`src/rtl/ccff_loader.sv`:
```
// Configuration-chain loader: serializes a byte stream onto ccff_head with a
// divided prog_clk, and optionally compares ccff_tail against the re-shifted stream.
module ccff_loader #(
  parameter int CHAIN_LEN = 64,
  parameter int CLK_DIV   = 2,
  parameter int IDX_W     = $clog2(CHAIN_LEN) + 1
) (
  input  logic             clk,
  input  logic             reset,
  input  logic             start,
  input  logic             verify,
  input  logic [7:0]       byte_in,
  input  logic             byte_valid,
  output logic             byte_ready,
  input  logic             ccff_tail,
  output logic             prog_clk,
  output logic             ccff_head,
  output logic             busy,
  output logic             done,
  output logic             mismatch,
  output logic [IDX_W-1:0] mismatch_idx
);

  localparam int DIV_W = (CLK_DIV > 1) ? $clog2(CLK_DIV) : 1;

  typedef enum logic [2:0] {
    S_IDLE,
    S_FETCH,
    S_LOW,
    S_HIGH,
    S_DONE
  } state_t;

  state_t           state_q, state_d;
  logic [DIV_W-1:0] div_q, div_d;
  logic [2:0]       bit_q, bit_d;
  logic [IDX_W-1:0] cnt_q, cnt_d;
  logic [7:0]       byte_q, byte_d;
  logic             verify_q, verify_d;
  logic             pclk_q, pclk_d;
  logic             head_q, head_d;
  logic             mm_q, mm_d;
  logic [IDX_W-1:0] mmi_q, mmi_d;

  logic             phase_end;
  logic [IDX_W-1:0] cnt_inc;

  assign phase_end = (div_q == DIV_W'(CLK_DIV - 1));
  assign cnt_inc   = cnt_q + 1'b1;

  always_comb begin
    state_d  = state_q;
    div_d    = div_q;
    bit_d    = bit_q;
    cnt_d    = cnt_q;
    byte_d   = byte_q;
    verify_d = verify_q;
    mm_d     = mm_q;
    mmi_d    = mmi_q;

    unique case (state_q)
      S_IDLE, S_DONE: begin
        if (start) begin
          state_d  = S_FETCH;
          verify_d = verify;
          mm_d     = 1'b0;
          mmi_d    = '0;
          cnt_d    = '0;
        end
      end
      S_FETCH: begin
        if (byte_valid) begin
          byte_d  = byte_in;
          bit_d   = '0;
          div_d   = '0;
          state_d = S_LOW;
        end
      end
      S_LOW: begin
        if (phase_end) begin
          div_d   = '0;
          state_d = S_HIGH;
          // head_q already holds the bit being shifted; only the first miss is kept
          if (verify_q && (ccff_tail != head_q) && !mm_q) begin
            mm_d  = 1'b1;
            mmi_d = cnt_q;
          end
        end else begin
          div_d = DIV_W'(div_q + 1'b1);
        end
      end
      S_HIGH: begin
        if (phase_end) begin
          div_d = '0;
          cnt_d = cnt_inc;
          if (cnt_inc == IDX_W'(CHAIN_LEN)) begin
            state_d = S_DONE;
          end else if (bit_q == 3'd7) begin
            state_d = S_FETCH;
          end else begin
            state_d = S_LOW;
            bit_d   = bit_q + 3'd1;
          end
        end else begin
          div_d = DIV_W'(div_q + 1'b1);
        end
      end
      default: state_d = S_IDLE;
    endcase

    // prog_clk and ccff_head are registered from the next state so they never glitch
    pclk_d = (state_d == S_HIGH);
    unique case (state_d)
      S_LOW:   head_d = byte_d[bit_d];
      S_HIGH:  head_d = head_q;
      default: head_d = 1'b0;
    endcase
  end

  always_ff @(posedge clk or posedge reset) begin
    if (reset) begin
      state_q  <= S_IDLE;
      div_q    <= '0;
      bit_q    <= '0;
      cnt_q    <= '0;
      byte_q   <= '0;
      verify_q <= 1'b0;
      pclk_q   <= 1'b0;
      head_q   <= 1'b0;
      mm_q     <= 1'b0;
      mmi_q    <= '0;
    end else begin
      state_q  <= state_d;
      div_q    <= div_d;
      bit_q    <= bit_d;
      cnt_q    <= cnt_d;
      byte_q   <= byte_d;
      verify_q <= verify_d;
      pclk_q   <= pclk_d;
      head_q   <= head_d;
      mm_q     <= mm_d;
      mmi_q    <= mmi_d;
    end
  end

  assign byte_ready   = (state_q == S_FETCH);
  assign busy         = (state_q == S_FETCH) || (state_q == S_LOW) || (state_q == S_HIGH);
  assign done         = (state_q == S_DONE);
  assign prog_clk     = pclk_q;
  assign ccff_head    = head_q;
  assign mismatch     = mm_q;
  assign mismatch_idx = mmi_q;

endmodule

```
`config.mk`:
```
export PLATFORM = sky130hd
export DESIGN_NAME = ccff_loader
export DESIGN_NICKNAME = d
export VERILOG_FILES = /design/src/rtl/ccff_loader.sv
export SDC_FILE = /design/constraint.sdc
export NUM_CORES = 1
export LEC_CHECK = 0
export ABC_AREA = 1
export CORE_MARGIN = 3
export CORE_UTILIZATION = 35
export DETAILED_ROUTE_END_ITERATION = 16
export SYNTH_ARGS = -nofsm -noshare
export SYNTH_HDL_FRONTEND = slang
export SYNTH_SLANG_ARGS = --single-unit
```
`constraint.sdc`:
```
create_clock -name clk -period 1.9 [get_ports clk]
set_input_delay 0.38 -clock clk [delete_from_list [all_inputs] [get_ports clk]]
set_output_delay 0.38 -clock clk [all_outputs]
set_load 0.01 [all_outputs]
```
==> reports/results.txt, run 1 <==
The flow ran to the end, but the final reports show violations. The final reports fail on negative setup slack. The fraction of final layout cells with drive strength greater than 1 is 21.26%.

The first global-routing pass estimated 5927 um of wire. The detailed router placed 1467 vias in this run. TritonCTS built the clock tree.

Largest fanout of any net on the critical path: 7. Met1 track demand over resource: 17.64%. The run gives 0 as the count of final max-slew check failures.

The global routing stage identified its most utilized layer as met2. The post-detailed-route DRC marker count is 0. The worst-case setup margin in the final layout is -0.01499 ns, and the final hold slack is 0.4769 ns.

Path type of the worst min-delay path: primary input to async pin. The via count of the first global-routing pass is 1326. After filler insertion, the fill cell instance count of the layout stands at 450. The detail route stage leaves a number of antenna-violating nets equal to 0. Dividing the detail-routed via count by the number of cells gives 4.599. The mapped cell area is 1708 sq um, and the area of the core is 4534 sq um. The buffers plus inverters on the worst setup path is 0, and the number of synthesized register bits is 33.

For the clock skew, the log shows 0.005411 ns. The count of endpoints failing hold in the final timing report is 0, and the transition time at the pin with the least slew margin is 0.4632 ns. For this run, the share of the core covered by cells in the final layout is 50.55%. The CTS H-tree depth was 2. Before antenna repair, the detailed router went through 4 iterations.

The synthesized netlist devotes 10.92% of its cell area to compound gates. The slowest stage of the critical path belongs to the cell dfrtp_1. After Yosys synthesis, XOR and XNOR cells account for 0.5128% of the synthesized area. Of the total synthesized cell area, the portion taken by AND, OR, NAND and NOR gates is 32.31%.

After global routing the overflow that remains totals 0. The tools report the worst path arrival time as 2.10 ns. Detailed placement ended at an HPWL of 2710 um.

Clock-pin slew was measured on the worst setup and hold paths at 0.07 ns. The max-slew headroom at the worst pin was 68.91%; the later-pin clock latency in the skew report was 0.29 ns. STA classifies the critical path endpoint as a flop.

Layout overhead on the synthesized area: 34.21%. The die covers 5754 sq um. The total routing usage reported by global routing is 13.86%.

The dominant delay contributor by cell family on the critical path is simple AND/OR/NAND/NOR gates. The run gives 1 as the final-report setup violation count. For the number of cells in the design after placement, the log shows 306. Weighted congestion reported at the end of routability-driven placement: 0.8547. Dividing the final minimum period by the clock period gives 100.8%. The total of max-cap violations is 0, and the number of antenna violations at the first check in global routing is 0.

After detailed routing, the average wire length per cell comes to 11.51 um. Share of the yosys chip area belonging to registers: 48.35%. The number of ports placed on the die boundary came out at 27. In the final design database the tool counted 269 nets. Buffers placed on the I/O ports in this run total 26.

The width of the die was 75.86 um; the die height was 75.86 um. The worst path in the final design needs a cycle of 1.915 ns, including I/O delays and setup. The worst setup path is of the flop to flop kind.

By area, the combinational part of the netlist is dominated by simple AND/OR/NAND/NOR gates. The number of antenna diodes in the final layout is 0. The power density relative to cell area works out to 1197 nW/um^2.

The logs give 2.745 mW for the sum of internal, switching and leakage power and 21.67% for the routing usage on met2. For this run, the top clock speed supported by timing is 0.5222 GHz. For this design, the CTS-stage hold fixing added 0 buffers. The number of buffers on the longest clock path was 2. Walking the worst path, the cells encountered are ha_4, nand3_4, o21bai_2, nand2_2, nor2_4, nand2_4, nand2_4, nand2_4, nand3_4, nand2_4, nand2_2, nand3_2, nand2_1, nand2_1, nand3_1, nand2_1. For this block, the initial DRC count from the detailed router was 73. In this run the core area contains 24 standard-cell rows. The tools report the root buffer cell as clkbuf_8. The global routing met3 resource utilization came out at 3.958%. For this block, the routed nets add up to 3672 um of wire. The synthesized area per cell is 8.251 sq um, and the longest individual stage delay on the worst path is 0.40 ns. For this design, the sink count on the clock tree is 33. For the static leakage power, the log shows 1.094 nW. Setup repair after global routing could not meet its margin everywhere.

The TritonCTS buffer count is 5. The starting density of the core came out at 37.67%. During synthesis, Yosys emitted a total of 0 warnings. The tools report the post-synthesis net count as 223. Summing the areas of all fa, ha and maj instances in the mapped netlist gives 1.465% of the synthesized area. The most frequent cell on the critical path is nand2_4. The worst setup path is launched from a flop. Synthesis produced 207 cells. Synthesis instantiated 31 different standard cells from the library. At the worst endpoint, the required time is 2.08 ns. Of the post-synthesis cell area, the part taken by muxes is 0%.

Entering global routing, the biggest net connects 34 pins. The finished layout holds 319 standard cells, fillers aside. VDD sags by at most 0.5785 mV.
==> Yosys cell counts, drive strengths merged <==
| cell type | number | area share [%] |
|---|---|---|
| o41ai | 1 | 0.51 |
| a32oi | 1 | 0.51 |
| clkbuf | 1 | 0.29 |
| o21ai | 22 | 6.7 |
| a21oi | 4 | 1.4 |
| a211oi | 1 | 0.44 |
| o22ai | 1 | 0.37 |
| inv | 26 | 5.7 |
| nor3 | 1 | 0.29 |
| xor2 | 1 | 0.51 |
| o21bai | 1 | 0.66 |
| nand3 | 19 | 7.2 |
| nand3b | 1 | 0.44 |
| buf | 1 | 0.44 |
| nand2 | 76 | 19 |
| nor2 | 12 | 4.6 |
| dfrtp | 33 | 48 |
| nand4 | 2 | 0.73 |
| a31oi | 1 | 0.37 |
| ha | 2 | 1.5 |
==> layer usage <==
metal	vias up	part of all wire (%)	wire length (um)
met3	8	4.4	160
li1	755	-	-
met1	678	47	1708
met2	26	47	1733
met4	0	1.9	70
met5	-	0	0
==> report_power, final <==
| part | switching (mW) | internal (mW) | total (mW) |
|---|---|---|---|
| combinational | 0.741 | 0.513 | 1.25 |
| sequential | 0.107 | 0.881 | 0.988 |
| clock | 0.243 | 0.260 | 0.503 |
==> layout make-up <==
cell class | instances | area (sq um) | area share, %
clock buffers | 8 | 80.08 | 3.493
inverters | 26 | 97.59 | 4.258
well taps | 65 | 81.33 | 3.548
flip-flops and latches | 33 | 827.0 | 36.08
multi-input cells | 146 | 825.8 | 36.03
repair buffers | 41 | 380.4 | 16.59
==> worst reg2reg max path, stage by stage (launching register included) <==
cell and delay, ns:
dfrtp_1 0.40, ha_4 0.19, nand3_4 0.08, o21bai_2 0.15, nand2_2 0.09, nor2_4 0.10
nand2_4 0.09, nand2_4 0.08, nand2_4 0.05, nand3_4 0.11, nand2_4 0.07, nand2_2 0.09
nand3_2 0.06, nand2_1 0.08, nand2_1 0.05, nand3_1 0.07, nand2_1 0.05
==> final timing paths <==
| kind | start | end | slack [ns] | cells after the start |
|---|---|---|---|---|
| worst min-delay path | reset | cnt_q[2] | 0.48 | 3 |
| worst min register to register | byte_q[2] | byte_q[2] | 0.48 | 2 |
| max in group asynchronous | reset | cnt_q[2] | 1.11 | 3 |
| worst max-delay path | cnt_q[1] | ccff_head | -0.01 | 16 |
| worst max register to register | cnt_q[1] | ccff_head | -0.01 | 16 |
| min in group clk | byte_q[2] | byte_q[2] | 0.48 | 2 |
==> cells by family after synthesis <==
family	count (synthesis)
AOI/OAI and AO/OA	32
adders and majority gates	2
and+or+nand+nor	111
buffers and inverters	28
DFF	33
xor gates and xnor gates	1
==> sequential cells by signal, indices dropped and copies added (netlist names) <==
signal and cells:
ccff_head 1, verify_q 1, byte_q 8, mismatch_idx 7
mismatch 1, state_q 3, bit_q 3, div_q 1
prog_clk 1, cnt_q 7
==> timing repair <==
| action | CTS | global route |
|---|---|---|
| pin swaps | 0 | 10 |
| endpoints found under the setup margin | 4 | 2 |
| buffers inserted | 2 | 3 |
| resized for setup | 4 | 13 |
==> placed cells by master, fill, tap and decap left out, drive strengths merged <==
master | Yosys | routed
o21ai | 22 | 22
o21bai | 1 | 1
buf | 1 | 15
a21oi | 4 | 4
dlygate4sd2 | 0 | 2
nand3b | 1 | 1
o22ai | 1 | 1
dfrtp | 33 | 33
inv | 26 | 26
a31oi | 1 | 1
a211oi | 1 | 1
o41ai | 1 | 1
nor3 | 1 | 1
clkdlybuf4s50 | 0 | 23
nand4 | 2 | 2
nor2 | 12 | 12
a32oi | 1 | 1
ha | 2 | 2
dlymetal6s2s | 0 | 1
nand3 | 19 | 19
clkbuf | 1 | 8
nand2 | 76 | 76
xor2 | 1 | 1
==> per-stage QoR <==
stage	setup WS [ns]	instance area (sq um)	setup TNS [ns]
6_report	-0.01499	2292	-0.01499
4_1_cts	0.007082	2215	0
3_3_place_gp	-0.08898	2112	-0.08898
5_1_grt	-0.1680	2292	-0.1680
2_1_floorplan	0.05106	1708	0
3_5_place_dp	-0.06714	2112	-0.06714
(Power assumes the default switching activity.)
==> run 2, diff against run 1 <==
--- a/config.mk
+++ b/config.mk
@@ -6,9 +6,11 @@
 export NUM_CORES = 1
 export LEC_CHECK = 0
 export ABC_AREA = 1
+export ABC_CLOCK_PERIOD_IN_PS = 1900
 export CORE_MARGIN = 3
-export CORE_UTILIZATION = 35
+export CORE_UTILIZATION = 48
 export DETAILED_ROUTE_END_ITERATION = 16
+export PLACE_DENSITY = 0.75
 export SYNTH_ARGS = -nofsm -noshare
 export SYNTH_HDL_FRONTEND = slang
 export SYNTH_SLANG_ARGS = --single-unit
==> reports/results.txt, run 2 (synthesized netlist as in run 1, its figures left out) <==
The post-detailed-route DRC marker count is 0 (unchanged), and the count of buffers from port buffering is 26 (unchanged). Sum of routed wire length over all layers: 3521 um (-4.1%). The largest individual stage delay along the critical path comes from the cell dfrtp_1.

The largest vdd supply drop is 0.7515 mV (+30%), and the sum of internal, switching and leakage power is 2.569 mW (-6.4%). The maximum number of pins on one net before global-route repair was 34 (unchanged); the total internal power was 1.503 mW (-9.1%). For the total routing usage reported by global routing, the log shows 17.83% (+4.0 points). The fraction of final layout cells with drive strength greater than 1 is 22.92% (+1.7 points). Starting density of the core: 50.39% (+13 points). For the via count of the first global-routing pass, the log shows 1341 (+1.1%).

For the total of max-cap violations, the log shows 0 (unchanged). The proportion of total power due to net switching works out to 41.49% (+1.7 points). Leaving out fill and tap cells, the most frequent cell in the layout is nand2_1. The logs give 2 (unchanged) for the number of buffers on the longest clock path and 0 (unchanged) for the post-route antenna net violation count. The number of cells traversed by the worst register-to-register path was 16 (unchanged).

The layout overhead on the synthesized area is 31.36%. The count of endpoints failing hold in the final timing report came out at 0 (unchanged). The transition time at the pin with the least slew margin is 0.4929 ns (+0.02972 ns), and the final-report setup violation count is 1 (unchanged). Area of the core: 3390 sq um (-25%). The net switching power of the design was 1.066 mW (-2.3%); the number of flip-flops in the largest register was 8 (unchanged). STA classifies the critical path startpoint as a flop.

The via density per instance was 5.027 (+9.3%); the CTS H-tree depth was 2 (unchanged). The average detailed-routed wire length per instance was 11.78 um (+2.3%). The worst path arrival time was 2.14 ns (+0.04 ns). The detailed placer's ending HPWL was 2565 um (-5.4%). The logs give 5 (unchanged) for the TritonCTS buffer count and 0.009288 ns (+0.003877 ns) for the clock skew. The depth of the critical timing path with buffers and inverters included is 16 (unchanged), and the number of ports placed on the die boundary is 27 (unchanged). The power density relative to cell area works out to 1145 nW/um^2 (-4.4%). The path type of the worst min-delay path was primary input to async pin. Clock network fraction of design power: 13.5% (-4.8 points).

In the layout the commonest cells are nand2_1, dfrtp_1, clkdlybuf4s50_1, inv_1, buf_4. The die height came out at 65.65 um (-13%). The longest individual stage delay on the worst path is 0.41 ns (about the same).

The max-slew headroom at the worst pin was 66.92% (-2.0 points). TritonCTS built the clock tree. The combinational cell fraction of total power came out at 48.1% (+2.4 points). byte_q holds more flip-flops than any other register. Setup repair after global routing could not meet its margin everywhere. The number of sinks on the clock net was 33 (unchanged). The total congestion overflow after global routing was 0 (unchanged).

The signal on the critical path passes through buf_6, nand3_4, o21ai_2, nand2_2, nor2_4, nand2_4, nand2_4, nand2_4, nand3_4, nand2_4, nand2_1, nand3_1, nand2_1, nand2_1, nand3_1, nand2_1. Width of the die: 65.65 um (-13%). For the top achievable clock speed, the log shows 0.5262 GHz (+0.76%). The logs give 5816 um (-1.9%) for the global-route wire length before repair and 0 (unchanged) for the antenna cell count. The worst setup path category was flop to flop.

The tools report the number of inserted filler cells in the final layout as 291 (-35%). Sort of element at the end of the critical path: a flop. The later-pin clock latency in the skew report was 0.33 ns (+0.04 ns). For the static leakage power, the log shows 1.078 nW (-1.5%). The tools report the number of DRC violations after detailed-routing iteration 0 as 74 (+1.4%). In this design, the largest share of critical-path delay is due to simple AND/OR/NAND/NOR gates. The buffers plus inverters on the worst setup path is 1 (+1).

The number of iterations in the first detailed-routing pass was 4 (unchanged). The weighted congestion reported at the end of routability-driven placement came out at 0.8297 (-2.9%). The sequential fraction of design power came out at 38.4% (+2.4 points). The data required time at the worst endpoint is 2.14 ns (+0.06 ns). The via count of the routed design was 1503 (+2.5%); the worst-case setup margin in the final layout was -0.0005977 ns (+0.01439 ns). The tools report the count of final max-slew check failures as 0 (unchanged). The flow ran to the end, but the final reports show violations. In this run the clock root is driven by a clkbuf_4. The largest fanout of any net on the critical path is 6 (-1), and the number of antenna violations at the first check in global routing is 0 (unchanged). The number of cell rows was 21 (-13%); the final critical path time including I/O delays and setup was 1.901 ns (-0.01439 ns). The clock transition time at the flip-flop clock pins of the worst setup and hold paths was 0.09 ns (+0.02 ns). The final reports fail on negative setup slack. For the die footprint, the log shows 4310 sq um (-25%). The logs give 270 (+0.37%) for the final net count and -0.0005977 ns (+0.01439 ns) for the total negative slack.

The part of the cycle the worst path needs came out at 100.0% (-0.76 points).
-- run 2: worst reg2reg max path: stages (launching register included) --
cell	delay (ns)
dfrtp_1	0.41
buf_6	0.13
nand3_4	0.09
o21ai_2	0.18
nand2_2	0.10
nor2_4	0.13
nand2_4	0.09
nand2_4	0.08
nand2_4	0.05
nand3_4	0.11
nand2_4	0.08
nand2_1	0.08
nand3_1	0.06
nand2_1	0.06
nand2_1	0.05
nand3_1	0.08
nand2_1	0.05
-- run 2: metal layers --
| layer | up-vias | global-route usage, % | share of wire (%) |
|---|---|---|---|
| met5 | - | 0 | 0 |
| met4 | 0 | 6.218 | 2.1 |
| li1 | 762 | - | - |
| met1 | 689 | 21.60 | 46 |
| met3 | 10 | 6.154 | 4.7 |
| met2 | 42 | 29.29 | 47 |
-- run 2: through the flow --
stage	utilization [%]	area, sq um	hold WS (ns)	std cells	setup WS, ns
5_1_grt	66.19	2243	0.4517	299	-0.1753
3_3_place_gp	61.83	2096	0.4586	288	0.003908
4_1_cts	63.86	2165	0.4350	297	0.009790
6_report	66.19	2243	0.4209	299	-0.0005977
3_5_place_dp	61.83	2096	0.4639	288	-0.04535
2_1_floorplan	-	1708	0.4422	207	0.05106
-- run 2: worst paths after layout --
check / from / end / slack [ns]
min: reset / cnt_q[3] / 0.42
max: cnt_q[1] / ccff_head / -0.0006
max reg2reg: cnt_q[1] / ccff_head / -0.0006
min reg2reg: verify_q / verify_q / 0.48
max in group asynchronous: reset / cnt_q[2] / 1.16
min in group clk: verify_q / verify_q / 0.48
-- run 2: layout make-up --
cell class	count	area, sq um	share of cell area, %
clock buffers	5	37.54	1.673
clock inverters	1	5.005	0.2231
inverters	26	97.59	4.350
multi-input cells	146	838.3	37.37
flip-flops and latches	33	827.0	36.87
well taps	46	57.56	2.566
repair buffers	42	380.4	16.95
-- run 2: power by group through the flow --
stage          combinational [mW]  sequential (mW)  clock [mW]
6_report                     1.24            0.987       0.347
5_1_grt                      1.38             1.02       0.389
4_1_cts                      1.19            0.975       0.349
3_5_place_dp                 1.16             1.00           0
3_3_place_gp                 1.15            0.998           0
2_1_floorplan               0.793            0.985           0
-- run 2: repair_timing --
item / in CTS / in global routing
setup buffers: 3 / 2
hold buffers: 0 / 0
gates cloned: 0 / 0
setup endpoints to repair: 4 / 1
gates resized for setup: 4 / 15
pin swaps: 0 / 10
==> run 3, diff against run 2 <==
--- a/config.mk
+++ b/config.mk
@@ -8,9 +8,10 @@
 export ABC_AREA = 1
 export ABC_CLOCK_PERIOD_IN_PS = 1900
 export CORE_MARGIN = 3
-export CORE_UTILIZATION = 48
+export CORE_UTILIZATION = 56
 export DETAILED_ROUTE_END_ITERATION = 16
-export PLACE_DENSITY = 0.75
+export DONT_BUFFER_PORTS = 1
+export PLACE_DENSITY = 0.74
 export SYNTH_ARGS = -nofsm -noshare
 export SYNTH_HDL_FRONTEND = slang
 export SYNTH_SLANG_ARGS = --single-unit
==> reports/results.txt, run 3 (synthesized netlist as in run 1, its figures left out) <==
The proportion of total power due to net switching came out at 44.42% (+2.9 points). CTS placed an instance of clkbuf_4 at the clock tree root. The largest vdd supply drop is 0.9590 mV (+28%), and the later-pin clock latency in the skew report is 0.34 ns (about the same). The static leakage power was 0.9583 nW (-11%); the clock skew was 0.007899 ns (-0.001389 ns).

Register name with the most flops: byte_q. Sort of element at the start of the critical path: a flop. The run gives 0 (unchanged) as the antenna cell count. Worst setup path category: flop to flop. The flow ran to the end, but the final reports show violations. The worst setup path is captured at a flop. The run gives 0.5219 GHz (-0.81%) as the top achievable clock speed. The number of cell rows is 19 (-9.5%). The final critical path time including I/O delays and setup works out to 1.916 ns (+0.01542 ns). The layout overhead on the synthesized area is 15.09%. The tools report the final standard cell utilization of the core as 69.48% (+3.3 points).

The width of the die is 61.23 um (-6.7%). The die height is 61.23 um (-6.7%). The number of flip-flops in the largest register is 8 (unchanged).

The worst-case setup margin in the final layout came out at -0.01602 ns (-0.01542 ns). The CTS H-tree depth was 2 (unchanged); the net switching power of the design was 1.109 mW (+4.1%). Leaving out fill and tap cells, the most frequent cells in the layout are nand2_1, dfrtp_1, inv_1, nand3_1, o21ai_1.

TritonCTS built the clock tree. The weighted congestion reported at the end of routability-driven placement was 0.8716 (+5.1%); the global-route wire length before repair was 6065 um (+4.3%). Starting density of the core: 60.37% (+10 points). The final-report setup violation count came out at 1 (unchanged). Setup repair after global routing could not meet its margin everywhere.

The number of DRC violations after detailed-routing iteration 0 was 113 (+53%); the part of the cycle the worst path needs was 100.8% (+0.81 points). The number of iterations in the first detailed-routing pass was 4 (unchanged). For the post-detailed-route DRC marker count, the log shows 0 (unchanged). The clock transition time at the flip-flop clock pins of the worst setup and hold paths works out to 0.10 ns (about the same). The maximum number of pins on one net before global-route repair is 23 (-32%).

The logs give 0 (unchanged) for the number of antenna violations at the first check in global routing and 3749 sq um (-13%) for the die footprint. The run gives -0.02 ns (-0.02 ns) as the flop-to-flop setup slack. The checks that failed: negative setup slack.

The total internal power is 1.388 mW (-7.7%). The run gives 5 (unchanged) as the TritonCTS buffer count. Max-slew headroom at the worst pin: 66.66% (-0.25 points). For the number of ports placed on the die boundary, the log shows 27 (unchanged). The count of endpoints failing hold in the final timing report was 0 (unchanged); the clock network fraction of design power was 15.4% (+1.9 points). The area of the core was 2829 sq um (-17%); the via density per instance was 5.539 (+10%).

The tools report the combinational cell fraction of total power as 43.4% (-4.7 points). The largest fanout of any net on the critical path was 6 (unchanged); the via count of the first global-routing pass was 1376 (+2.6%). The data required time at the worst endpoint is 2.14 ns (about the same). The run gives 1407 (-6.4%) as the via count of the routed design.

Sequential fraction of design power: 41.3% (+2.9 points). The transition time at the pin with the least slew margin is 0.4967 ns (+0.003776 ns), and the total congestion overflow after global routing is 0 (unchanged). The total routing usage reported by global routing is 21.95% (+4.1 points).

The tools report the detailed placer's ending HPWL as 2769 um (+8.0%). The fraction of final layout cells with drive strength greater than 1 is 23.32% (+0.39 points), and the total of max-cap violations is 0 (unchanged). The run gives 238 (-12%) as the final net count. The sum of routed wire length over all layers was 3709 um (+5.3%). The worst slack at placement was -0.05226 ns (-0.006916 ns).

The number of sinks on the clock net was 33 (unchanged). The commonest non-fill, non-tap cell in the layout was nand2_1. The number of buffers on the longest clock path was 2 (unchanged).

The path class of the tightest hold or removal check is primary input to flop. The worst path arrival time is 2.15 ns (about the same). The run gives 0 (unchanged) as the count of final max-slew check failures. The power density relative to cell area is 1270 nW/um^2 (+11%), and the final hold slack is 0.1613 ns (-0.2596 ns). The count of buffers from port buffering was 0 (-100%); the post-route antenna net violation count was 0 (unchanged). The average detailed-routed wire length per instance is 14.60 um (+24%).
run 3: cell count changes in the layout (fill, tap and decap cells not counted), sizes merged:
cell and delta:
dlygate4sd3 +1, buf -7, clkinv +1, clkdlybuf4s50 -23, clkinvlp +1, dlygate4sd2 -3
run 3: critical path, stage by stage, from the launching register on:
cell	delay, ns
dfrtp_1	0.43
ha_4	0.19
nand2_2	0.07
nor2_1	0.09
nand3_1	0.08
nand2_2	0.11
nor2_4	0.04
nand2_4	0.11
nand3_2	0.09
nand3_4	0.13
nand2_4	0.07
nand2_1	0.10
nand3_2	0.06
nand2_1	0.07
nand2_1	0.04
nand3_1	0.07
nand2_1	0.05
run 3: metal layers:
metal  track usage [%]  part of all wire (%)
met1             28.08                    44
met2             35.50                    50
met3             4.193                   4.7
met5                 0                     0
met4             10.84                   1.5
run 3: metrics by stage:
| stage | setup TNS (ns) | power [mW] | cell area [sq um] | instances |
|---|---|---|---|---|
| 2_1_floorplan | 0 | 1.778 | 1708 | 207 |
| 4_1_cts | 0 | 2.434 | 1894 | 252 |
| 6_report | -0.01602 | 2.497 | 1966 | 254 |
| 3_5_place_dp | -0.05226 | 2.029 | 1799 | 243 |
| 3_3_place_gp | 0 | 1.979 | 1799 | 243 |
| 5_1_grt | -0.1704 | 2.707 | 1966 | 254 |
run 3: worst paths after layout:
path | startpoint | to | cells past startpoint
max in group asynchronous | reset | cnt_q[2] | 3
min in group asynchronous | reset | mismatch_idx[6] | 2
min reg2reg | byte_q[0] | byte_q[0] | 2
max reg2reg | cnt_q[0] | ccff_head | 16
max | cnt_q[0] | ccff_head | 16
min | verify | verify_q | 2
run 3: final cells by class:
cell class / count / area, sq um
flip-flops and latches: 33 / 827.0
multi-input cells: 146 / 849.6
repair buffers: 10 / 97.59
clock inverters: 3 / 17.52
inverters: 26 / 97.59
well taps: 31 / 38.79
fillers: 240 / 863.3
clock buffers: 5 / 37.54
run 3: power by group through the flow:
stage	Clock [mW]	Combinational [mW]	Sequential [mW]
2_1_floorplan	0	0.793	0.985
3_3_place_gp	0	0.963	1.02
3_5_place_dp	0	1.00	1.03
4_1_cts	0.398	1.02	1.02
5_1_grt	0.440	1.22	1.05
6_report	0.384	1.08	1.03
run 3: what timing repair did:
action / CTS / global route
resized for setup: 5 / 12
pin swaps: 1 / 7
hold buffers: 1 / 0
setup endpoints to repair: 1 / 9
hold endpoints to repair: 11 / 0
setup buffers: 0 / 2
